<file path="config.mk">
export PLATFORM = sky130hd
export DESIGN_NAME = uart_tx
export DESIGN_NICKNAME = d
export VERILOG_FILES = /design/src/rtl/uart_tx.sv
export SDC_FILE = /design/constraint.sdc
export NUM_CORES = 1
export LEC_CHECK = 0
export CORE_MARGIN = 3
export CORE_UTILIZATION = 30
export DETAILED_ROUTE_END_ITERATION = 16
export GPL_ROUTABILITY_DRIVEN = 0
export MAX_ROUTING_LAYER = met4
export PLACE_DENSITY = 0.51
export SETUP_SLACK_MARGIN = 0.02
export SKIP_CTS_REPAIR_TIMING = 1
export SYNTH_ARGS = -nofsm -noshare
export SYNTH_HDL_FRONTEND = slang
export SYNTH_SLANG_ARGS = --single-unit
</file>
<file path="constraint.sdc">
create_clock -name sys_clk -period 2 [get_ports sys_clk]
set_input_delay 0.4 -clock sys_clk [delete_from_list [all_inputs] [get_ports sys_clk]]
set_output_delay 0.4 -clock sys_clk [all_outputs]
set_load 0.05 [all_outputs]
</file>
<file path="src/rtl/uart_tx.sv">
// UART transmitter: serialises one byte per accepted request as
// start bit, 8 data bits LSB first, optional parity bit, 1 or 2 stop bits.
// All outputs come straight from flops so the TX pin never glitches.
module uart_tx #(
  parameter int CLKS_PER_BIT = 87,
  parameter int PARITY       = 0,
  parameter int STOP_BITS    = 1
) (
  input  logic       sys_clk,
  input  logic       reset,
  input  logic       send,
  input  logic [7:0] data_in,
  output logic       data_tx,
  output logic       active_flag,
  output logic       done_flag
);

  // Cycle counter only needs to reach CLKS_PER_BIT-1; keep at least one bit.
  localparam int             CW        = (CLKS_PER_BIT > 1) ? $clog2(CLKS_PER_BIT) : 1;
  localparam logic [CW-1:0]  LAST_CLK  = CW'(CLKS_PER_BIT - 1);
  localparam logic [2:0]     LAST_STOP = 3'(STOP_BITS - 1);
  localparam logic           ODD_PAR   = (PARITY == 2);
  localparam logic           HAS_PAR   = (PARITY != 0);

  localparam logic [2:0] S_IDLE   = 3'd0;
  localparam logic [2:0] S_START  = 3'd1;
  localparam logic [2:0] S_DATA   = 3'd2;
  localparam logic [2:0] S_PARITY = 3'd3;
  localparam logic [2:0] S_STOP   = 3'd4;
  localparam logic [2:0] S_DONE   = 3'd5;

  logic [2:0]    r_state;
  logic [CW-1:0] r_clk_cnt;
  logic [2:0]    r_bit_cnt;
  logic [7:0]    r_shift;
  logic          r_parity;
  logic          r_tx;
  logic          r_active;
  logic          r_done;
  logic          w_bit_end;

  // Last cycle of the current bit period; the counter wraps here.
  assign w_bit_end = (r_clk_cnt == LAST_CLK);

  // Frame sequencer: the line value for the next bit is registered on the
  // same edge that enters that bit, so data_tx lines up with the state.
  always_ff @(posedge sys_clk or posedge reset) begin
    if (reset) begin
      r_state   <= S_IDLE;
      r_clk_cnt <= '0;
      r_bit_cnt <= '0;
      r_shift   <= '0;
      r_parity  <= 1'b0;
      r_tx      <= 1'b1;
      r_active  <= 1'b0;
      r_done    <= 1'b0;
    end else begin
      r_done <= 1'b0;
      case (r_state)
        S_IDLE: begin
          r_tx      <= 1'b1;
          r_active  <= 1'b0;
          r_clk_cnt <= '0;
          r_bit_cnt <= '0;
          if (send) begin
            r_shift  <= data_in;
            r_parity <= (^data_in) ^ ODD_PAR;
            r_state  <= S_START;
            r_tx     <= 1'b0;
            r_active <= 1'b1;
          end
        end
        S_START: begin
          if (w_bit_end) begin
            r_clk_cnt <= '0;
            r_state   <= S_DATA;
            r_tx      <= r_shift[0];
            r_shift   <= r_shift >> 1;
          end else begin
            r_clk_cnt <= r_clk_cnt + 1'b1;
          end
        end
        S_DATA: begin
          if (w_bit_end) begin
            r_clk_cnt <= '0;
            if (r_bit_cnt == 3'd7) begin
              r_bit_cnt <= '0;
              if (HAS_PAR) begin
                r_state <= S_PARITY;
                r_tx    <= r_parity;
              end else begin
                r_state <= S_STOP;
                r_tx    <= 1'b1;
              end
            end else begin
              r_bit_cnt <= r_bit_cnt + 1'b1;
              r_tx      <= r_shift[0];
              r_shift   <= r_shift >> 1;
            end
          end else begin
            r_clk_cnt <= r_clk_cnt + 1'b1;
          end
        end
        S_PARITY: begin
          if (w_bit_end) begin
            r_clk_cnt <= '0;
            r_state   <= S_STOP;
            r_tx      <= 1'b1;
          end else begin
            r_clk_cnt <= r_clk_cnt + 1'b1;
          end
        end
        S_STOP: begin
          if (w_bit_end) begin
            r_clk_cnt <= '0;
            if (r_bit_cnt == LAST_STOP) begin
              r_bit_cnt <= '0;
              r_state   <= S_DONE;
              r_tx      <= 1'b1;
              r_active  <= 1'b0;
              r_done    <= 1'b1;
            end else begin
              r_bit_cnt <= r_bit_cnt + 1'b1;
            end
          end else begin
            r_clk_cnt <= r_clk_cnt + 1'b1;
          end
        end
        S_DONE: begin
          // send is deliberately ignored here; a held request restarts from IDLE.
          r_state <= S_IDLE;
          r_tx    <= 1'b1;
        end
        default: begin
          r_state  <= S_IDLE;
          r_tx     <= 1'b1;
          r_active <= 1'b0;
        end
      endcase
    end
  end

  assign data_tx     = r_tx;
  assign active_flag = r_active;
  assign done_flag   = r_done;

endmodule

</file>
==> results of run 1 <==
==> cell usage in the layout, fill, tap and decap left out, types with 2 or more instances in the layout <==
| cell | count |
|---|---|
| clkdlybuf4s50_1 | 12 |
| and3_1 | 2 |
| nand3b_1 | 3 |
| mux2_2 | 2 |
| nor2_1 | 10 |
| a21oi_1 | 7 |
| nor3_1 | 3 |
| buf_4 | 8 |
| clkbuf_8 | 3 |
| inv_1 | 6 |
| o22ai_1 | 7 |
| dfrtp_1 | 23 |
| nand4_1 | 4 |
| a31oi_1 | 2 |
| ha_1 | 5 |
| nand2_1 | 6 |
| a2bb2oi_1 | 7 |
| o21ai_0 | 7 |
| a211oi_1 | 2 |
| xor2_1 | 5 |
| and2_1 | 2 |
| nand2b_1 | 4 |
==> synth_stat cells, types with 2 or more instances <==
cell       instances  share of area, %
nand4_1            4               1.8
a2bb2oi_1          7               4.5
a31oi_1            2              0.91
mux2_2             2               1.6
nand2b_1           4               1.8
a21oi_1            7               2.5
o22ai_1            7               3.2
xor2_1             5               3.2
inv_1              6               1.6
and3_1             2              0.91
nor2_1            10               2.7
nand3b_1           3               1.6
clkbuf_1           6               1.6
nor3_1             3               1.1
dfrtp_1           23                42
and2_1             2              0.91
buf_2              3               1.1
a211oi_1           2               1.1
nand2_1            6               1.6
o21ai_0            7               2.5
ha_1               5               4.5
==> layer usage <==
metal / GRT usage [%] / up-vias
li1: - / 543
met1: 17.35 / 544
met2: 21.85 / 13
met3: 3.283 / 2
met4: 3.622 / 0
met5: - / -
==> power by group through the flow <==
stage	sequential, uW	clock (uW)	combinational (uW)
finish	702	305	418
CTS	702	322	423
global route	722	334	466
floorplan	738	0	266
global placement	709	0	416
detailed placement	712	0	421
==> registers in the layout, indices dropped and copies added, names as in the netlist <==
name         cells
active_flag      1
data_tx          1
done_flag        1
r_bit_cnt        3
r_clk_cnt        7
r_shift          8
r_state          3
==> metrics by stage <==
step / std cells / power [uW] / util, % / setup slack [ps]
floorplan: 141 / 1004 / - / 260.9
global placement: 201 / 1125 / 37.34 / 311.1
detailed placement: 201 / 1132 / 37.34 / 263.3
CTS: 205 / 1447 / 38.42 / 107.6
global route: 205 / 1523 / 38.42 / 68.75
finish: 205 / 1425 / 38.42 / 121.5
==> cells by family after synthesis <==
| logic type | after synthesis | share of synthesized area [%] |
|---|---|---|
| and+or+nand+nor | 42 | 17.38 |
| DFF | 24 | 43.77 |
| AOI/OAI and AO/OA | 44 | 22.66 |
| buffers and inverters | 17 | 5.459 |
| muxes | 2 | 1.638 |
| xor gates and xnor gates | 6 | 3.822 |
| adders and majority gates | 6 | 5.278 |
==> path summary, 6_finish.rpt <==
kind	startpoint	end	slack (ps)	cells past startpoint
max in group asynchronous	reset	data_tx$_DFFE_PP1P_	1230	3
max reg2reg	r_bit_cnt[1]$_DFFE_PP0P_	r_shift[5]$_DFFE_PP0P_	240	6
max	active_flag$_DFFE_PP0P_	active_flag	120	1
min in group sys_clk	data_tx$_DFFE_PP1P_	data_tx$_DFFE_PP1P_	530	1
min reg2reg	data_tx$_DFFE_PP1P_	data_tx$_DFFE_PP1P_	530	1
min	reset	r_shift[7]$_DFFE_PP0P_	470	3
==> final cells by class <==
class	count	share of cell area [%]
clock buffer	4	2.791
inverter	7	1.628
multi-input combinational	100	43.26
sequential	24	37.29
tap	50	3.876
timing repair buffer	20	11.16
==> flow_metrics.py, run 1 <==
metrics = {
    "worst_setup_path": {
        "critical-path-top-delay-family": "buffers and inverters",
        "arrival_ps": 1480,
        "cp_slowest_cell": "clkdlybuf4s50_1",
        "end_kind": "output port",
        "cp_num_buf_inv": 1,
        "cp-start-kind": "flop",
        "critical_path.max_stage_delay_ps": 830,
        "path_cells": "clkdlybuf4s50_1",
        "worstPathMaxFanout": 3,
        "required_ps": 1600,
        "critical_path_class": "reg2out",
    },
    "worst_hold_path": {
        "hold_class": "in2async",
    },
    "route": {
        "wl_met2_microns": 1531,
        "vias": 1102,
        "wl_met3_microns": 87,
        "viasPerCell": 5.376,
        "routed_wl_microns": 3165,
        "post-route-drc-count": 0,
        "drt-initial-drc-count": 24,
        "dr.max_layer_used": "met4",
        "routedWlPerCell_microns": 15.44,
        "wl_met1_microns": 1518,
        "postRouteAntennaNets": 0,
        "firstDrtPassIters": 4,
    },
    "run": {
        "drv_cap": 0,
    },
    "sta": {
        "fin_skew_ps": 5.694,
        "slew_headroom_pct": 62.50,
        "worst-slew-pin-transition_ps": 556.7,
        "period_needed_ps": 1879,
        "finalSetupViolCount": 0,
        "fin_crit_sh_pct": 93.93,
        "finalSetupTns_ps": 0,
        "rsz0062_at_grt": "false",
        "drv_slew": 0,
        "hold_violations": 0,
        "worst_hold_slack_ps": 469.0,
        "clock.fmax_mhz": 532.3,
    },
    "yosys": {
        "syn_nets": 157,
        "ys.flop_type": "dfrtp_1",
        "yosys.cell_types.count": 46,
        "async_flop_share_pct": 100.0,
        "synth-seq-cells": 24,
        "yosysWarningCount": 0,
        "syn_inst": 141,
        "syn_avg_cell_area_sq_um": 9.752,
        "synth.yosys.seq_area_share_pct": 43.77,
        "synth_edf_count": 0,
        "synth_area_sq_um": 1375,
    },
    "cells_and_area": {
        "multi_input_area_sq_um": 698.2,
        "area_growth_pct": 17.38,
        "seqCellArea_sq_um": 601.8,
        "fillCellCount": 426,
        "diodes": 0,
        "drive_gt1_share_pct": 12.26,
        "final_nets": 172,
        "stdcell_area_sq_um": 1614,
    },
    "power_and_ir_drop": {
        "p_comb_share_pct": 29.3,
        "swShare_pct": 32.47,
        "internal_power_uw": 962.2,
        "pwr_density_cell_nw_per_um2": 882.8,
        "power_switching_uw": 462.7,
        "vdd_drop_max_uv": 614.3,
        "p_clk_share_pct": 21.4,
        "leakagePower_uw": 0.0006711,
        "p_seq_share_pct": 49.3,
    },
    "place": {
        "hpwlAfterDp_microns": 2323,
        "numPortBuffers": 13,
        "placed_area_sq_um": 1569,
    },
    "clocking": {
        "cts_tree": "done",
        "htree_levels": 1,
        "clock-sinks": 24,
        "numCtsBuffers": 3,
        "cts_root_buf": "clkbuf_8",
        "cts_max_path_buffers": 2,
        "clkTransAtPathRegs_ps": 90,
        "clk_latency_ps": 270,
    },
    "floorplan": {
        "die_h_microns": 73.70,
        "start_util_pct": 32.73,
        "dieArea_sq_um": 5432,
        "core_sq_um": 4202,
        "die_w_microns": 73.70,
        "io-pin-count": 14,
        "rows": 23,
    },
    "grt": {
        "grt_pass1_vias": 1177,
        "grt_usage_pct": 13.70,
        "antenna_found_initial": 0,
        "grt_pass1_wl_microns": 5589,
        "grt_max_degree": 25,
        "overflow": 0,
    },
    "outcome": {
        "outcome": "finished, final reports clean",
    },
}
(Power assumes the default switching activity.)
==> run 2, diff against run 1 <==
- PLACE_DENSITY: 0.51 -> 0.52
- RECOVER_POWER: unset -> 100
- clock period: 2 -> 1.6 ns (I/O delays scaled with it)
==> run 2 against run 1 <==
Effect of this change: power is 33% higher; non-clock buffer count is 16 higher; first-iteration DRC count is 140% higher; sequential share of layout area is 4.0 points lower; via count is 5.6% higher; wire length is 0.85% higher; the run now ends with setup timing left; register-to-register slack worse by 250 ps.
==> flow_metrics.py, run 2 (synthesis results as in run 1) <==
metrics = {
    "outcome": {
        "outcome": "complete, but fails checks",
        "violations": "setup timing",
    },
    "route": {
        "post-route-drc-count": 0,
        "wl_met2_microns": 1512,
        "wl_met3_microns": 65,
        "dr.max_layer_used": "met4",
        "wl_met1_microns": 1577,
        "vias": 1164,
        "routed_wl_microns": 3192,
        "drt-initial-drc-count": 57,
        "firstDrtPassIters": 4,
        "viasPerCell": 5.267,
        "postRouteAntennaNets": 0,
        "routedWlPerCell_microns": 14.44,
    },
    "sta": {
        "worst-slew-pin-transition_ps": 592.9,
        "finalSetupViolCount": 1,
        "period_needed_ps": 1607,
        "hold_violations": 0,
        "clock.fmax_mhz": 622.4,
        "fin_skew_ps": 7.794,
        "rsz0062_at_grt": "true",
        "drv_slew": 0,
        "fin_crit_sh_pct": 100.4,
        "slew_headroom_pct": 60.48,
        "fin_ws_ps": -6.767,
    },
    "clocking": {
        "clk_latency_ps": 270,
        "cts_max_path_buffers": 2,
        "cts_root_buf": "clkbuf_8",
        "clock-sinks": 24,
        "htree_levels": 1,
        "clkTransAtPathRegs_ps": 80,
        "numCtsBuffers": 3,
        "cts_tree": "done",
    },
    "cells_and_area": {
        "diodes": 0,
        "largest_reg_flops": 8,
        "stdcell_area_sq_um": 1805,
        "drive_gt1_share_pct": 28.07,
        "fillCellCount": 424,
        "seqCellArea_sq_um": 601.8,
        "final_nets": 188,
        "final_cell_mix": "dfrtp_1 (23), buf_4 (21), clkdlybuf4s50_1 (9)",
        "top_regs": "r_shift: 8 flops, r_clk_cnt: 7 flops",
        "multi_input_area_sq_um": 758.2,
        "area_growth_pct": 31.30,
        "layout_commonest_cell": "dfrtp_1",
        "regMostFlops": "r_shift",
    },
    "floorplan": {
        "dieArea_sq_um": 5432,
        "io-pin-count": 14,
        "die_w_microns": 73.70,
        "die_h_microns": 73.70,
        "rows": 23,
        "start_util_pct": 32.73,
        "core_sq_um": 4202,
    },
    "power_and_ir_drop": {
        "power_uw": 1895,
        "leakagePower_uw": 0.0007649,
        "pwr_density_cell_nw_per_um2": 1049,
        "vdd_drop_max_uv": 526.1,
    },
    "grt": {
        "grt_pass1_vias": 1209,
        "antenna_found_initial": 0,
        "overflow": 0,
        "grt_pass1_wl_microns": 5740,
        "grt_usage_pct": 13.89,
        "grt_max_degree": 25,
    },
    "worst_setup_path": {
        "critical_path_class": "reg2reg",
        "r2r_slack_ps": -7,
        "cp-start-kind": "flop",
        "startpoint": "r_clk_cnt[0]$_DFFE_PP0P_",
        "arrival_ps": 1810,
        "r2r-start": "r_clk_cnt[0]$_DFFE_PP0P_",
        "r2r_cells": 6,
        "required_ps": 1800,
        "worstPathMaxFanout": 7,
        "end_kind": "flop",
        "r2r-end": "r_clk_cnt[0]$_DFFE_PP0P_",
        "crit_end": "r_clk_cnt[0]$_DFFE_PP0P_",
    },
    "place": {
        "numPortBuffers": 13,
        "hpwlAfterDp_microns": 2433,
        "dp_slack_ps": -12.11,
        "placed_area_sq_um": 1720,
    },
    "worst_hold_path": {
        "hold_class": "reg2reg",
    },
    "run": {
        "drv_cap": 0,
    },
}
==> run 2: changes by cell type in the layout (fill, tap and decap cells not counted), sizes merged <==
| cell | change |
|---|---|
| clkbuf | +3 |
| clkdlybuf4s50 | -3 |
| dlygate4sd3 | +1 |
| buf | +15 |
==> run 2: layout make-up <==
| type | count | area share, % |
|---|---|---|
| clock buffer | 4 | 2.495 |
| inverter | 7 | 1.455 |
| multi-input combinational | 100 | 42.00 |
| sequential | 24 | 33.33 |
| tap | 50 | 3.465 |
| timing repair buffer | 36 | 17.26 |
==> run 2: critical path, stage by stage (launching register included) <==
cell and delay [ps]:
dfrtp_1 360, inv_1 70, ha_1 170, and2_2 200
and2_2 240, or4_1 430, o21ai_2 70
==> run 2: worst min path at each step <==
stage	start	end	slack, ps	depth (start not counted)
3_3_place_gp	r_shift[4]$_DFFE_PP0P_	r_shift[4]$_DFFE_PP0P_	520	1
5_1_grt	r_shift[6]$_DFFE_PP0P_	r_shift[6]$_DFFE_PP0P_	580	1
3_5_place_dp	data_tx$_DFFE_PP1P_	data_tx$_DFFE_PP1P_	530	1
6_report	r_shift[4]$_DFFE_PP0P_	r_shift[4]$_DFFE_PP0P_	560	1
4_1_cts	reset	r_clk_cnt[6]$_DFFE_PP0P_	400	3
2_1_floorplan	reset	active_flag$_DFFE_PP0P_	330	1
==> run 2: layer usage <==
| layer | vias to the layer above | global-route usage, % |
|---|---|---|
| met5 | - | - |
| met4 | 0 | 3.622 |
| met3 | 4 | 2.462 |
| met2 | 12 | 21.75 |
| met1 | 566 | 18.53 |
| li1 | 582 | - |
==> run 2: through the flow <==
step                      TNS (ps)  utilization (%)  hold slack (ps)  instances
after global placement           0            40.95            522.1        216
after CTS                   -125.2            42.02            396.8        220
after detailed placement    -27.03            40.95            534.9        216
after floorplan             -16.80                -            333.9        141
after global routing         -1075            42.97            577.8        221
final                       -6.767            42.97            555.9        221
==> run 2: where the power goes <==
group	switching (uW)	internal (uW)	leakage, uW
registers	107	759	0.000294
logic	300	363	0.000448
clock network	188	178	0.0000228
==> run 3, diff against run 2 <==
- CORE_UTILIZATION: 30 -> 60
- PLACE_DENSITY: 0.52 -> 0.87
- clock period: 1.6 -> 1.95 ns (I/O delays scaled with it)
==> run 3 against run 2 <==
Effect of this change: the run now ends clean; sequential share of layout area is 5.4 points higher; clock power shrank 39%; clock skew rose by 4.5 ps; combinational power shrank 39%; largest cell class unchanged.
==> flow_metrics.py, run 3 (synthesis results as in run 1) <==
metrics = {
    "sta": {
        "period_needed_ps": 1841,
        "clock.fmax_mhz": 543.2,
        "slew_headroom_pct": 14.08,
        "rsz0062_at_grt": "false",
        "worst_hold_slack_ps": 527.6,
        "drv_slew": 0,
        "finalSetupTns_ps": 0,
        "hold_violations": 0,
        "worst-slew-pin-transition_ps": 1289,
        "fin_skew_ps": 12.32,
        "finalSetupViolCount": 0,
        "fin_crit_sh_pct": 94.41,
    },
    "worst_setup_path": {
        "critical_path.max_stage_delay_ps": 800,
        "cp_slowest_cell": "clkdlybuf4s50_1",
        "end_kind": "output port",
        "path_depth": 1,
        "cp-start-kind": "flop",
        "cp_num_buf_inv": 1,
        "arrival_ps": 1450,
        "worstPathMaxFanout": 1,
        "path_cells": "clkdlybuf4s50_1",
        "critical_path_class": "reg2out",
        "r2r-start": "r_bit_cnt[0]$_DFFE_PP0P_",
        "r2r_cells": 6,
        "startpoint": "done_flag$_DFF_PP0_",
        "required_ps": 1560,
        "critical-path-top-delay-family": "buffers and inverters",
        "r2r_slack_ps": 130,
    },
    "cells_and_area": {
        "final_nets": 172,
        "largest_reg_flops": 8,
        "fillCellCount": 147,
        "stdcell_area_sq_um": 1555,
        "regMostFlops": "r_shift",
        "diodes": 0,
        "post_layout_nonfiller_instances": 182,
        "final_cell_mix": "dfrtp_1 (23), clkdlybuf4s50_1 (11), nor2_1 (10)",
        "top_regs": "r_shift: 8 flops, r_clk_cnt: 7 flops",
        "area_growth_pct": 13.10,
        "layout_commonest_cell": "dfrtp_1",
        "drive_gt1_share_pct": 10.97,
    },
    "power_and_ir_drop": {
        "leakagePower_uw": 0.0006513,
        "vdd_drop_max_uv": 647.5,
        "internal_power_uw": 902.1,
        "p_comb_share_pct": 29.9,
        "p_clk_share_pct": 16.6,
        "p_seq_share_pct": 53.4,
        "power_switching_uw": 453.1,
        "pwr_density_cell_nw_per_um2": 871.4,
        "swShare_pct": 33.44,
    },
    "floorplan": {
        "io-pin-count": 14,
        "dieArea_sq_um": 2902,
        "die_w_microns": 53.87,
        "rows": 16,
        "die_h_microns": 53.87,
        "core_sq_um": 2062,
        "start_util_pct": 66.69,
    },
    "route": {
        "vias": 1129,
        "postRouteAntennaNets": 0,
        "drt-initial-drc-count": 43,
        "post-route-drc-count": 0,
        "viasPerCell": 6.203,
        "routedWlPerCell_microns": 16.05,
        "routed_wl_microns": 2922,
        "firstDrtPassIters": 4,
    },
    "place": {
        "numPortBuffers": 13,
        "hpwlAfterDp_microns": 2102,
        "dp_cells": 178,
        "placed_area_sq_um": 1540,
    },
    "grt": {
        "antenna_found_initial": 0,
        "grt_max_degree": 25,
        "overflow": 0,
        "grt_pass1_wl_microns": 4878,
        "grt_pass1_vias": 1113,
        "grt_usage_pct": 23.82,
    },
    "clocking": {
        "clkTransAtPathRegs_ps": 130,
        "cts_max_path_buffers": 2,
        "clock-sinks": 24,
        "cts_tree": "done",
        "cts_root_buf": "clkbuf_4",
        "numCtsBuffers": 3,
        "htree_levels": 1,
        "clk_latency_ps": 310,
    },
    "run": {
        "drv_cap": 0,
    },
    "outcome": {
        "outcome": "finished, final reports clean",
    },
    "worst_hold_path": {
        "hold_class": "reg2reg",
        "hold_depth": 1,
        "hold_start": "data_tx$_DFFE_PP1P_",
    },
}
[run 3: path summary, 6_finish.rpt]
| check | endpoint |
|---|---|
| setup reg to reg | r_shift[5]$_DFFE_PP0P_ |
| hold / removal | data_tx$_DFFE_PP1P_ |
| min in group asynchronous | r_clk_cnt[6]$_DFFE_PP0P_ |
| max in group asynchronous | r_clk_cnt[0]$_DFFE_PP0P_ |
| hold reg to reg | data_tx$_DFFE_PP1P_ |
| setup / recovery | done_flag |
[run 3: stage by stage]
stage	setup WS (ps)	utilization [%]	power (uW)
2_1_floorplan	210.9	-	1030
3_3_place_gp	252.9	74.70	1138
3_5_place_dp	215.2	74.70	1158
4_1_cts	37.59	75.97	1381
5_1_grt	46.78	75.42	1438
6_report	109.0	75.42	1355
[run 3: metal layers]
metal | vias up | part of all wire, % | track usage [%]
li1 | 548 | - | -
met1 | 547 | 46 | 29.18
met2 | 30 | 48 | 39.72
met3 | 4 | 4.4 | 2.493
met4 | 0 | 1.3 | 10.21
met5 | - | 0 | -
[run 3: final cells by class]
type,instances,area (sq um),area share [%]
tap,27,33.78,2.172
clock buffer,4,26.28,1.689
timing repair buffer,20,162.7,10.46
multi-input combinational,100,704.4,45.29
sequential,24,601.8,38.70
inverter,7,26.28,1.689
[run 3: power groups by stage]
stage | clock, uW | sequential [uW] | combinational [uW]
4_1_cts | 230 | 723 | 428
5_1_grt | 247 | 740 | 451
3_5_place_dp | 0 | 732 | 426
2_1_floorplan | 0 | 757 | 273
3_3_place_gp | 0 | 723 | 415
6_report | 225 | 724 | 406
